$ cat src/rtl/uart_tx_os.sv
`default_nettype none
// ============================================================================
// uart_tx_os : oversampled UART transmitter, start/data/parity/stop framing
// Revision 1.0
// ============================================================================
module uart_tx_os #(
  parameter int DBIT    = 8,
  parameter int OS      = 16,
  parameter int SB_TICK = 16,
  parameter int PARITY  = 0
) (
  input  logic            iCLK,
  input  logic            iRESET_N,
  input  logic            iS_TICK,
  input  logic            iTX_START,
  input  logic [DBIT-1:0] iDIN,
  output logic            oTX,
  output logic            oTX_BUSY,
  output logic            oTX_DONE_TICK
);

  localparam int c_TMAX = (OS > SB_TICK) ? OS : SB_TICK;
  localparam int c_SW   = (c_TMAX > 1) ? $clog2(c_TMAX) : 1;
  localparam int c_NW   = (DBIT > 1) ? $clog2(DBIT) : 1;
  localparam logic [c_SW-1:0] c_OS_LAST = c_SW'(OS - 1);
  localparam logic [c_SW-1:0] c_SB_LAST = c_SW'(SB_TICK - 1);
  localparam logic [c_NW-1:0] c_N_LAST  = c_NW'(DBIT - 1);

  typedef enum logic [2:0] {
    S_IDLE  = 3'd0,
    S_START = 3'd1,
    S_DATA  = 3'd2,
    S_PAR   = 3'd3,
    S_STOP  = 3'd4
  } state_t;

  state_t          r_state, w_state_nxt;
  logic [c_SW-1:0] r_s, w_s_nxt;
  logic [c_NW-1:0] r_n, w_n_nxt;
  logic [DBIT-1:0] r_b, w_b_nxt;
  logic            r_p, w_p_nxt;
  logic            r_tx, w_tx_nxt;
  logic            r_done, w_done_nxt;
  logic            w_s_last_os;
  logic            w_s_last_sb;

  assign w_s_last_os = (r_s == c_OS_LAST);
  assign w_s_last_sb = (r_s == c_SB_LAST);

  always_ff @(posedge iCLK or negedge iRESET_N) begin
    if (!iRESET_N) begin
      r_state <= S_IDLE;
      r_s     <= '0;
      r_n     <= '0;
      r_b     <= '0;
      r_p     <= 1'b0;
      r_tx    <= 1'b1;
      r_done  <= 1'b0;
    end else begin
      r_state <= w_state_nxt;
      r_s     <= w_s_nxt;
      r_n     <= w_n_nxt;
      r_b     <= w_b_nxt;
      r_p     <= w_p_nxt;
      r_tx    <= w_tx_nxt;
      r_done  <= w_done_nxt;
    end
  end

  // oTX is registered: each branch loads the level the line takes from the next edge
  always_comb begin
    w_state_nxt = r_state;
    w_s_nxt     = r_s;
    w_n_nxt     = r_n;
    w_b_nxt     = r_b;
    w_p_nxt     = r_p;
    w_tx_nxt    = r_tx;
    w_done_nxt  = 1'b0;
    case (r_state)
      S_IDLE: begin
        w_tx_nxt = 1'b1;
        if (iTX_START) begin
          w_b_nxt     = iDIN;
          w_p_nxt     = (PARITY == 2) ? ~^iDIN : ^iDIN;
          w_s_nxt     = '0;
          w_state_nxt = S_START;
          w_tx_nxt    = 1'b0;
        end
      end
      S_START: begin
        if (iS_TICK) begin
          if (w_s_last_os) begin
            w_s_nxt     = '0;
            w_n_nxt     = '0;
            w_state_nxt = S_DATA;
            w_tx_nxt    = r_b[0];
          end else begin
            w_s_nxt = r_s + c_SW'(1);
          end
        end
      end
      S_DATA: begin
        if (iS_TICK) begin
          if (w_s_last_os) begin
            w_s_nxt = '0;
            w_b_nxt = r_b >> 1;
            if (r_n == c_N_LAST) begin
              if (PARITY != 0) begin
                w_state_nxt = S_PAR;
                w_tx_nxt    = r_p;
              end else begin
                w_state_nxt = S_STOP;
                w_tx_nxt    = 1'b1;
              end
            end else begin
              w_n_nxt  = r_n + c_NW'(1);
              w_tx_nxt = r_b[1];
            end
          end else begin
            w_s_nxt = r_s + c_SW'(1);
          end
        end
      end
      S_PAR: begin
        if (iS_TICK) begin
          if (w_s_last_os) begin
            w_s_nxt     = '0;
            w_state_nxt = S_STOP;
            w_tx_nxt    = 1'b1;
          end else begin
            w_s_nxt = r_s + c_SW'(1);
          end
        end
      end
      S_STOP: begin
        w_tx_nxt = 1'b1;
        if (iS_TICK) begin
          if (w_s_last_sb) begin
            w_s_nxt     = '0;
            w_state_nxt = S_IDLE;
            w_done_nxt  = 1'b1;
          end else begin
            w_s_nxt = r_s + c_SW'(1);
          end
        end
      end
      default: begin
        w_state_nxt = S_IDLE;
        w_tx_nxt    = 1'b1;
      end
    endcase
  end

  assign oTX           = r_tx;
  assign oTX_BUSY      = (r_state != S_IDLE);
  assign oTX_DONE_TICK = r_done;

endmodule
`default_nettype wire
$ cat config.mk
export PLATFORM = sky130hd
export DESIGN_NAME = uart_tx_os
export DESIGN_NICKNAME = d
export VERILOG_FILES = /design/src/rtl/uart_tx_os.sv
export SDC_FILE = /design/constraint.sdc
export NUM_CORES = 1
export LEC_CHECK = 0
export ABC_AREA = 1
export CORE_ASPECT_RATIO = 1.75
export CORE_UTILIZATION = 45
export CTS_CLUSTER_SIZE = 28
export DETAILED_ROUTE_END_ITERATION = 16
export PLACE_DENSITY = 0.73
export SLEW_MARGIN = 20
export SYNTH_ARGS = -nofsm -noshare
export SYNTH_HDL_FRONTEND = slang
export SYNTH_SLANG_ARGS = --single-unit
$ cat constraint.sdc
create_clock -name iCLK -period 3.6 [get_ports iCLK]
set_input_delay 0.9 -clock iCLK [delete_from_list [all_inputs] [get_ports iCLK]]
set_output_delay 0.9 -clock iCLK [all_outputs]
set_load 0.01 [all_outputs]
==> run summary, run 1 <==
OUTCOME
-------------------------------------------------------------------------------
Result of the run                                                  finished clean

FLOORPLANNING
-------------------------------------------------------------------------------
Area enclosed by the die boundary                                      2860 um2
X dimension of the die                                                  40.9 um
Initial core utilization                                                  0.477
Total core area                                                        2490 um2
I/O pin count                                                                15
Floorplan row count                                                          24
Die Ht                                                                  70.0 um

CLOCK NETWORK
-------------------------------------------------------------------------------
PostCTS Resize Cnt                                                            0
Clock tree from TritonCTS                                                 built
Buffer depth of the longest clock path                                        2
Hold Buf Count CTS                                                            0
Number of setup buffers added after CTS                                       0
Sinks on Clock Net                                                           20
Clock Latency Late Sink                                                  260 ps
Total clock buffers created by CTS                                            3
Clk slew on worst S/H paths                                               70 ps
Buffer type at the clock tree root                                     clkbuf_8
H-tree depth                                                                  1

STA
-------------------------------------------------------------------------------
Final Critical Period                                                   2460 ps
Aggregate negative setup slack                                             0 ps
Final cycle utilization of the critical path                              0.684
Number of pins with negative max-slew slack in the final report               0
RSZ-0062 raised after global routing                                      false
Worst slew pin tran                                                      889 ps
Max-slew headroom                                                         0.406
Total of endpoints with negative setup slack in the final report              0
Fmax achieved                                                           406 MHz
Final Hold Vio Count                                                          0
Final clock skew                                                        2.51 ps

MIN PATH
-------------------------------------------------------------------------------
Classification of the worst-slack hold path                        register to register
Source of the worst hold timing path                               r_b[2]$_DFFE_PN0P_

POWER AND IR DROP
-------------------------------------------------------------------------------
Total power density per cell area                                    739 nW/um2
Worst supply voltage drop on vdd                                       0.378 mV
Leakage                                                                0.664 nW

DRT
-------------------------------------------------------------------------------
Residual DRC count                                                            0
Wirelength, routed                                                      2190 um
Number of antenna-violating nets in the routed design                         0
Iteration-0 DRC Markers                                                      14
Via density per instance                                                   5.35
Routed via count                                                            990
Number of detailed-routing iterations run before antenna repair               4
Post-DR wirelength/cell                                                 11.8 um

WORST SETUP PATH
-------------------------------------------------------------------------------
Crit-path max cell delay                                                 490 ps
Startpoint Class                                                       register
Largest fanout of any net on the critical path                                8
First element of the critical path                                 r_state[1]$_DFFE_PN0P_
WP data arrival                                                         1560 ps
Worst path required time                                                2700 ps
Crit Path Class                                                    register to output pin
CP Capture Type                                                      output pin
Critical path, cell by cell                                        nor2_2 -> nand2_2 -> clkdlybuf4s50_1
Cell type of the slowest stage on the worst timing path                 dfrtp_1
Launching point of the worst reg2reg path                          r_state[2]$_DFFE_PN0P_

SYNTH
-------------------------------------------------------------------------------
Synth Register Bits                                                          20
Sequential cell area fraction in the yosys report                         0.422
Mapped Area                                                            1190 um2
Net Count, Synth                                                            159
Largest area contributor in the synthesized netlist                     dfrtp_1
Cells after Synth                                                           144
Count of cell types in the netlist                                           24
Synthesized area per cell                                              8.25 um2
Yosys top cell area share                                                 0.400
Leading cell types by total area after synthesis                   dfrtp_1 40%, nand2_1 10%, o21ai_2 6.6%
Warning count from the yosys run                                              0

GRT
-------------------------------------------------------------------------------
Antenna violations before repair                                              0
Aggregate global-route resource usage                                     0.191
Maximum number of pins on one net before global-route repair                 21
Congestion Overflow GR                                                        0
Via count of the first global-routing pass                                  999
Global-route wire length before repair                                  3890 um

FINAL LAYOUT
-------------------------------------------------------------------------------
Antenna Cells                                                                 0
Post-route non-filler standard cell count                                   185
Syn-to-layout area delta                                                  15.5%
Final layout net count                                                      175
Share of layout cells above drive strength 1                              0.182
Layout filler cell count                                                    245

RUN
-------------------------------------------------------------------------------
Count of maximum capacitance violations                                       0

PLACEMENT
-------------------------------------------------------------------------------
Final weighted congestion of routability-driven global placement          0.771
Final HPWL DP                                                           1690 um
Number of cells after detailed placement                                    181
Quantity of I/O buffers inserted on ports                                    14

==> cells in the mapped netlist, drive strengths merged <==
library cell	n
dfstp	1
o21ai	25
xor2	1
nand3b	1
nand4	3
dfrtp	19
nand2	40
or2	6
buf	3
o211ai	1
nand3	14
a21oi	1
nor2	9
ha	3
inv	17
==> layout make-up <==
class / instances / area (um2) / share of cell area
Timing Repair Buffer: 14 / 140 / 0.102
Sequential cell: 20 / 502 / 0.366
Tap cell: 26 / 32.5 / 0.0237
Multi-Input combinational cell: 104 / 589 / 0.429
Clock buffer: 4 / 45.0 / 0.0328
Inverter: 17 / 63.8 / 0.0465
==> layer usage <==
layer	wire length [um]	global-route usage	part of all wire	vias to the layer above
li1	-	-	-	500
met1	908	0.212	0.41	470
met2	1180	0.328	0.54	16
met3	58	0.0222	0.026	4
met4	40	0.0889	0.018	0
met5	0	0	0	-
==> path summary, 6_finish.rpt <==
path,end,slack (ps),depth (start not counted)
max,oTX_BUSY,1140,3
min,r_b[2]$_DFFE_PN0P_,480,2
max reg2reg,r_b[0]$_DFFE_PN0P_,2000,6
min reg2reg,r_b[2]$_DFFE_PN0P_,480,2
max in group asynchronous,oTX_DONE_TICK$_DFF_PN0_,1910,1
min in group asynchronous,r_s[1]$_DFFE_PN0P_,1140,1
==> layout by cell type (no fill, tap or decap), drive strengths merged, types with 3 or more instances in the layout <==
cell type,synthesis,routed
inv,17,17
ha,3,3
clkbuf,0,4
nand4,3,3
clkdlybuf4s50,0,14
nand2,40,40
dfrtp,19,19
or2,6,6
nand3,14,14
nor2,9,9
o21ai,25,25
==> worst max-delay path, delay by kind of cell (launching register included) <==
family	cells	cell delay, ps
flops	1	490
buf+inv	1	490
simple gates	2	330
==> through the flow <==
| stage | area [um2] | utilization | power, W | hold WS [ps] | setup WS (ps) |
|---|---|---|---|---|---|
| 3_3_place_gp | 1330 | 0.533 | 0.000851 | 460 | 1430 |
| 6_report | 1370 | 0.551 | 0.00101 | 480 | 1140 |
| 3_5_place_dp | 1330 | 0.533 | 0.000872 | 465 | 1370 |
| 4_1_cts | 1370 | 0.551 | 0.00102 | 483 | 1130 |
| 2_1_floorplan | 1190 | - | 0.000774 | 447 | 1960 |
| 5_1_grt | 1370 | 0.551 | 0.00110 | 512 | 1090 |
==> kinds of logic (layout without fill, tap and decap cells) <==
family | Yosys count | after routing | share of synthesized area
and+or+nand+nor | 73 | 73 | 0.313
adders and majority gates | 3 | 3 | 0.0316
DFF | 20 | 20 | 0.422
xor gates and xnor gates | 1 | 1 | 0.00737
AOI/OAI and AO/OA | 27 | 27 | 0.144
buffers and inverters | 20 | 35 | 0.0821
==> state kept, by name, indices dropped and copies added (netlist names) <==
| register | count |
|---|---|
| r_state | 3 |
| r_s | 4 |
| oTX_DONE_TICK | 1 |
| oTX | 1 |
| r_n | 3 |
| r_b | 8 |
==> power by group <==
part / leakage [nW] / internal [W] / switching, W / total, W
Combinational: 0.383 / 0.000186 / 0.000303 / 0.000489
Sequential: 0.258 / 0.000306 / 0.0000663 / 0.000372
Clock: 0.0228 / 0.0000788 / 0.0000739 / 0.000153
(Power assumes the default switching activity.)
==> run 2: changes to the inputs <==
==> constraint.sdc (replaced) <==
create_clock -name iCLK -period 2.4 [get_ports iCLK]
set_input_delay 0.6 -clock iCLK [delete_from_list [all_inputs] [get_ports iCLK]]
set_output_delay 0.6 -clock iCLK [all_outputs]
set_load 0.01 [all_outputs]
==> run 2 against run 1 <==
Net effect:
- sequential share of layout area shrank 0.20 points
- register-to-register slack worse by 1200 ps
- global-route usage down 0.69 points
- cell count is 0.54% higher
- power grew 50%
- non-clock buffer count grew 1
- routed wire length is 1.1% higher
- die area did not move
- clock power is 47% higher
- flip-flop and latch count unchanged
- clock-buffer cell count is the same
==> run summary, run 2 (synthesis results as in run 1) <==
FLOORPLANNING
-------------------------------------------------------------------------------------
Initial core utilization                                                        0.477   unchanged
Floorplan row count                                                                24   unchanged
Total core area                                                              2490 um2   unchanged
Die Ht                                                                        70.0 um   unchanged
I/O pin count                                                                      15   unchanged
Area enclosed by the die boundary                                            2860 um2   unchanged
X dimension of the die                                                        40.9 um   unchanged

GRT
-------------------------------------------------------------------------------------
Antenna violations before repair                                                    0   unchanged
Congestion Overflow GR                                                              0   unchanged
Via count of the first global-routing pass                                        958   -4.1%
Aggregate global-route resource usage                                           0.184   -0.00689
Global-route wire length before repair                                        3810 um   -2.1%
Maximum number of pins on one net before global-route repair                       21   unchanged

DRT
-------------------------------------------------------------------------------------
Top layer in use                                                                 met4
Number of detailed-routing iterations run before antenna repair                     4   unchanged
Sum of met2 wire segment lengths after detailed routing                       1220 um   +3.1%
Residual DRC count                                                                  0   unchanged
Post-DR wirelength/cell                                                       11.9 um   +0.55%
Wirelength, routed                                                            2210 um   +1.1%
Number of antenna-violating nets in the routed design                               0   unchanged
Routed via count                                                                  966   -2.4%
Via density per instance                                                         5.19   -2.9%
Iteration-0 DRC Markers                                                            18   +4
DRT met1 WL                                                                    916 um   +0.88%
Length of routed met3 wiring                                                    57 um   -1.7%

STA
-------------------------------------------------------------------------------------
Final cycle utilization of the critical path                                    0.902
Total of endpoints with negative setup slack in the final report                    0   unchanged
Aggregate negative setup slack                                                   0 ps   unchanged
Final clock skew                                                              2.92 ps   +0.408 ps
Worst slew pin tran                                                            325 ps   -563 ps
Final Hold Vio Count                                                                0   unchanged
Number of pins with negative max-slew slack in the final report                     0   unchanged
Final Critical Period                                                         2170 ps
RSZ-0062 raised after global routing                                            false
Final-layout worst hold slack                                                  485 ps   +4.70 ps
Max-slew headroom                                                               0.783   +0.377
Fmax achieved                                                                 462 MHz

POWER AND IR DROP
-------------------------------------------------------------------------------------
Sequential fraction of design power                                             0.368   about the same
Final total power                                                           0.00152 W   +50%
Net switching share of the total power                                          0.436   -0.00123
Worst supply voltage drop on vdd                                             0.637 mV   +68%
Internal cell power                                                        0.000857 W   +50%
Total power density per cell area                                         1100 nW/um2   +49%
Combinational share of power                                                    0.483   about the same
Leakage                                                                      0.669 nW   +0.72%
Clock network power share                                                       0.148   -0.003
Power dissipated by switching net loads                                    0.000662 W   +49%

MIN PATH
-------------------------------------------------------------------------------------
Worst hold path cell count                                                          2   unchanged
Worst hold path endpoint                                                 r_b[3]$_DFFE_PN0P_
Source of the worst hold timing path                                     r_b[3]$_DFFE_PN0P_
Classification of the worst-slack hold path                              register to register

CLOCK NETWORK
-------------------------------------------------------------------------------------
Total clock buffers created by CTS                                                  3   unchanged
H-tree depth                                                                        1   unchanged
Clk slew on worst S/H paths                                                     70 ps   about the same
Hold Buf Count CTS                                                                  0   unchanged
Sinks on Clock Net                                                                 20   unchanged
Buffer depth of the longest clock path                                              2   unchanged
Number of setup buffers added after CTS                                             0   unchanged
Clock tree from TritonCTS                                                       built
Clock Latency Late Sink                                                        250 ps   about the same
PostCTS Resize Cnt                                                                  0   unchanged
Buffer type at the clock tree root                                           clkbuf_8

FINAL LAYOUT
-------------------------------------------------------------------------------------
Sequential standard cell area                                                 502 um2   unchanged
Flip-flop count of the largest register, all copies and words added                 8   unchanged
Antenna Cells                                                                       0   unchanged
Final Core Density                                                              0.554   +0.00301
Layout filler cell count                                                          246   +0.41%
Final layout net count                                                            176   +0.57%
Commonest cells after routing, fill and taps aside                       33 x nand2_1, 19 x dfrtp_1, 15 x inv_1, 14 x clkdlybuf4s50_1, 13 x o21ai_0
Top Registers                                                            r_b: 8 flops, r_s: 4 flops
Share of layout cells above drive strength 1                                    0.188   +0.00511
Register bank with the most flops                                                 r_b
Syn-to-layout area delta                                                        16.1%
Most frequent standard cell in the layout excluding fill and tap cells        nand2_1
Area taken by multi-input logic gates                                         589 um2   unchanged

PLACEMENT
-------------------------------------------------------------------------------------
Quantity of I/O buffers inserted on ports                                          14   unchanged
Final weighted congestion of routability-driven global placement                0.761   -1.2%
Final HPWL DP                                                                 1710 um   +0.95%

WORST SETUP PATH
-------------------------------------------------------------------------------------
Capture point of the worst reg-to-reg path                               r_b[2]$_DFFE_PN0P_
Worst path required time                                                      1800 ps   -900 ps
Cell count of the worst reg-to-reg path                                             6   unchanged
WP data arrival                                                               1570 ps   about the same
Largest fanout of any net on the critical path                                      8   unchanged
CP Capture Type                                                            output pin
Startpoint Class                                                             register
Launching point of the worst reg2reg path                                r_state[2]$_DFFE_PN0P_
Setup slack of the worst register-to-register path                             820 ps   -1180 ps
Crit Path Class                                                          register to output pin

OUTCOME
-------------------------------------------------------------------------------------
Result of the run                                                        finished clean

RUN
-------------------------------------------------------------------------------------
Count of maximum capacitance violations                                             0   unchanged

-- run 2: changes by cell type in the layout (fill, tap and decap cells not counted) --
cell	delta
buf_4	+1
-- run 2: stage by stage --
stage / setup WS (ps) / cells / area (um2)
after CTS: 235 / 186 / 1380
after global placement: 530 / 182 / 1340
after detailed placement: 482 / 182 / 1340
after floorplan: 1050 / 144 / 1190
final: 235 / 186 / 1380
after global routing: 134 / 186 / 1380
-- run 2: cell type report --
type,count,share of cell area
Clock buffer,4,0.0326
Inverter,17,0.0462
Multi-Input combinational cell,104,0.427
Timing Repair Buffer,15,0.107
Tap cell,26,0.0236
Sequential cell,20,0.364
-- run 2: worst max-delay path by stage --
stage | startpoint | to | slack, ps | depth (start not counted)
finish | r_state[1]$_DFFE_PN0P_ | oTX_BUSY | 230 | 3
global route | r_state[1]$_DFFE_PN0P_ | oTX_BUSY | 130 | 3
floorplan | r_s[0]$_DFFE_PN0P_ | r_b[2]$_DFFE_PN0P_ | 1050 | 7
CTS | r_state[1]$_DFFE_PN0P_ | oTX_BUSY | 230 | 3
global placement | iS_TICK | oTX$_DFFE_PN1P_ | 530 | 7
detailed placement | iS_TICK | r_state[1]$_DFFE_PN0P_ | 480 | 8
-- run 2: per-layer routing --
| metal | track usage | up-vias |
|---|---|---|
| met3 | 0.0286 | 2 |
| met1 | 0.213 | 451 |
| met4 | 0.0556 | 0 |
| li1 | - | 499 |
| met2 | 0.319 | 14 |
| met5 | 0 | - |
-- run 2: power by group through the flow --
stage / Clock (W) / Sequential, W / Combinational [W]
finish: 0.000225 / 0.000560 / 0.000734
global route: 0.000245 / 0.000578 / 0.000832
CTS: 0.000229 / 0.000559 / 0.000746
detailed placement: 0 / 0.000564 / 0.000745
global placement: 0 / 0.000558 / 0.000720
floorplan: 0 / 0.000533 / 0.000627
-- run 2: worst max-delay path: stages (launching register included) --
cell             delay [ps]
dfrtp_1                 490
nor2_2                  220
nand2_2                 100
clkdlybuf4s50_1         500
==> edit, RTL diff (settings of run 2) <==
`SB_TICK`: 16 -> 32.
--- a/src/rtl/uart_tx_os.sv
+++ b/src/rtl/uart_tx_os.sv
@@ -6,7 +6,7 @@
 module uart_tx_os #(
   parameter int DBIT    = 8,
   parameter int OS      = 16,
-  parameter int SB_TICK = 16,
+  parameter int SB_TICK = 32,
   parameter int PARITY  = 0
 ) (
   input  logic            iCLK,
Check against the original RTL: no difference found for any inputs over 10 cycles, from zero or initial values and one cycle with iRESET_N low; that may be too few to reach the edited logic, so the function may still have changed.
==> edit against run 2 <==
Synthesized area is 9.3% higher; via count grew 19%; setup slack worse by 0.037 ns; cell area up 9.8%; sequential cell count rose by 1; utilization is 0.31 points higher; wire length grew 22%; global-route usage up 1.5 points; power increased by 15%; critical path type unchanged; largest cell class unchanged.
==> edit: results (changes against run 2) <==
Timing
The relative slew slack is 61.1% (was 78.3%). The minimum hold slack was 0.479 ns (was 0.485 ns). The setup slack of the critical path after layout came to 0.197 ns (was 0.235 ns).

Placed design
The final weighted congestion of routability-driven global placement came to 0.945 (was 0.761). The placed instance count is 213 (was 182). The setup slack after placement is 0.479 ns (was 0.482 ns).

The half-perimeter wire length of the detailed placement result is 2.15 mm (was 1.71 mm).

Drt
The ratio of routed vias to standard cells was 5.29 (was 5.19). The routed length per placed instance was 12.5 µm (was 11.9 µm).

Global routing
The via count of the first global-routing pass came to 1125 (was 958). The global-route usage over all layers came to 20.0% (was 18.4%).

Yosys
The xor/xnor share of the synthesized area is 1.35% (was 0.737%). Commonest cells post-synth: sky130_fd_sc_hd__nand2_1, sky130_fd_sc_hd__dfrtp_1, sky130_fd_sc_hd__nand3_1 (was sky130_fd_sc_hd__nand2_1, sky130_fd_sc_hd__dfrtp_1, sky130_fd_sc_hd__inv_1). The total nets after synthesis came to 191 (was 159). The sequential fraction of the synthesis area is 40.6% (was 42.2%). The number of different library cells in the post-synthesis netlist came to 23 (was 24). The gate count of the mapped netlist is 172 (was 144).

Power and ir drop
The highest ir drop seen on vdd came to 579 µV (was 637 µV). The leakage power of the design is 0.000816 µW (was 0.000669 µW).

Final layout
The share of cells above drive strength 1 is 10.5% (was 18.8%).

Min path
The source of the worst hold timing path is r_b[4] (was r_b[3]). The endpoint with the worst hold slack is r_b[4] (was r_b[3]).

Worst setup path
The maximum cell stage delay along the critical path is 0.56 ns (was 0.50 ns). The register-to-register path setup slack is 0.46 ns (was 0.82 ns). The maximum fanout count along the critical path is 7 (was 8).

Run status
Status: complete, no violations (unchanged).
==> edit: cell count changes after synthesis, moves of 3 or more <==
cell                       change
sky130_fd_sc_hd__nand2_1      +43
sky130_fd_sc_hd__nand3b_1      +3
sky130_fd_sc_hd__nor2_4        +3
sky130_fd_sc_hd__nand3_1       +6
sky130_fd_sc_hd__nand2_2       -5
sky130_fd_sc_hd__o21ai_2       -8
sky130_fd_sc_hd__or2_1         -5
sky130_fd_sc_hd__o21ai_0       -7
sky130_fd_sc_hd__ha_1          +4
==> edit: worst max path at each step <==
stage                    start  endpoint  cells past startpoint
floorplan               r_s[0]    r_b[7]                      9
detailed placement  r_state[2]  oTX_BUSY                      3
global placement    r_state[0]  oTX_BUSY                      3
global route        r_state[2]  oTX_BUSY                      3
CTS                 r_state[2]  oTX_BUSY                      3
finish              r_state[2]  oTX_BUSY                      3
==> edit: area by class of cell <==
type,count,area (µm²),share of cell area (%)
Tap cell,27,33.8,2.23
Clock inverter,1,5.00,0.330
Inverter,17,66.3,4.38
Clock buffer,3,41.3,2.73
Sequential cell,21,527,34.8
Timing Repair Buffer,15,148,9.74
Multi-Input combinational cell,133,694,45.8
==> edit: kinds of logic after synthesis <==
kind of cell               count (synthesis)
and+or+nand+nor                          111
adders and majority gates                  7
buffers and inverters                     18
AOI/OAI and AO/OA                         13
DFF                                       21
xor gates and xnor gates                   2
==> edit: report_power, final <==
part	switching (µW)	internal, µW
logic	596	321
registers	109	484
clock network	115	115
total	820	921
==> edit: metal layers <==
metal / up-vias / track usage, % / wire length, µm
li1: 574 / - / -
met1: 537 / 21.4 / 1040
met2: 30 / 38.1 / 1510
met3: 6 / 2.48 / 99
met4: 0 / 8.33 / 65
met5: - / 0 / 0
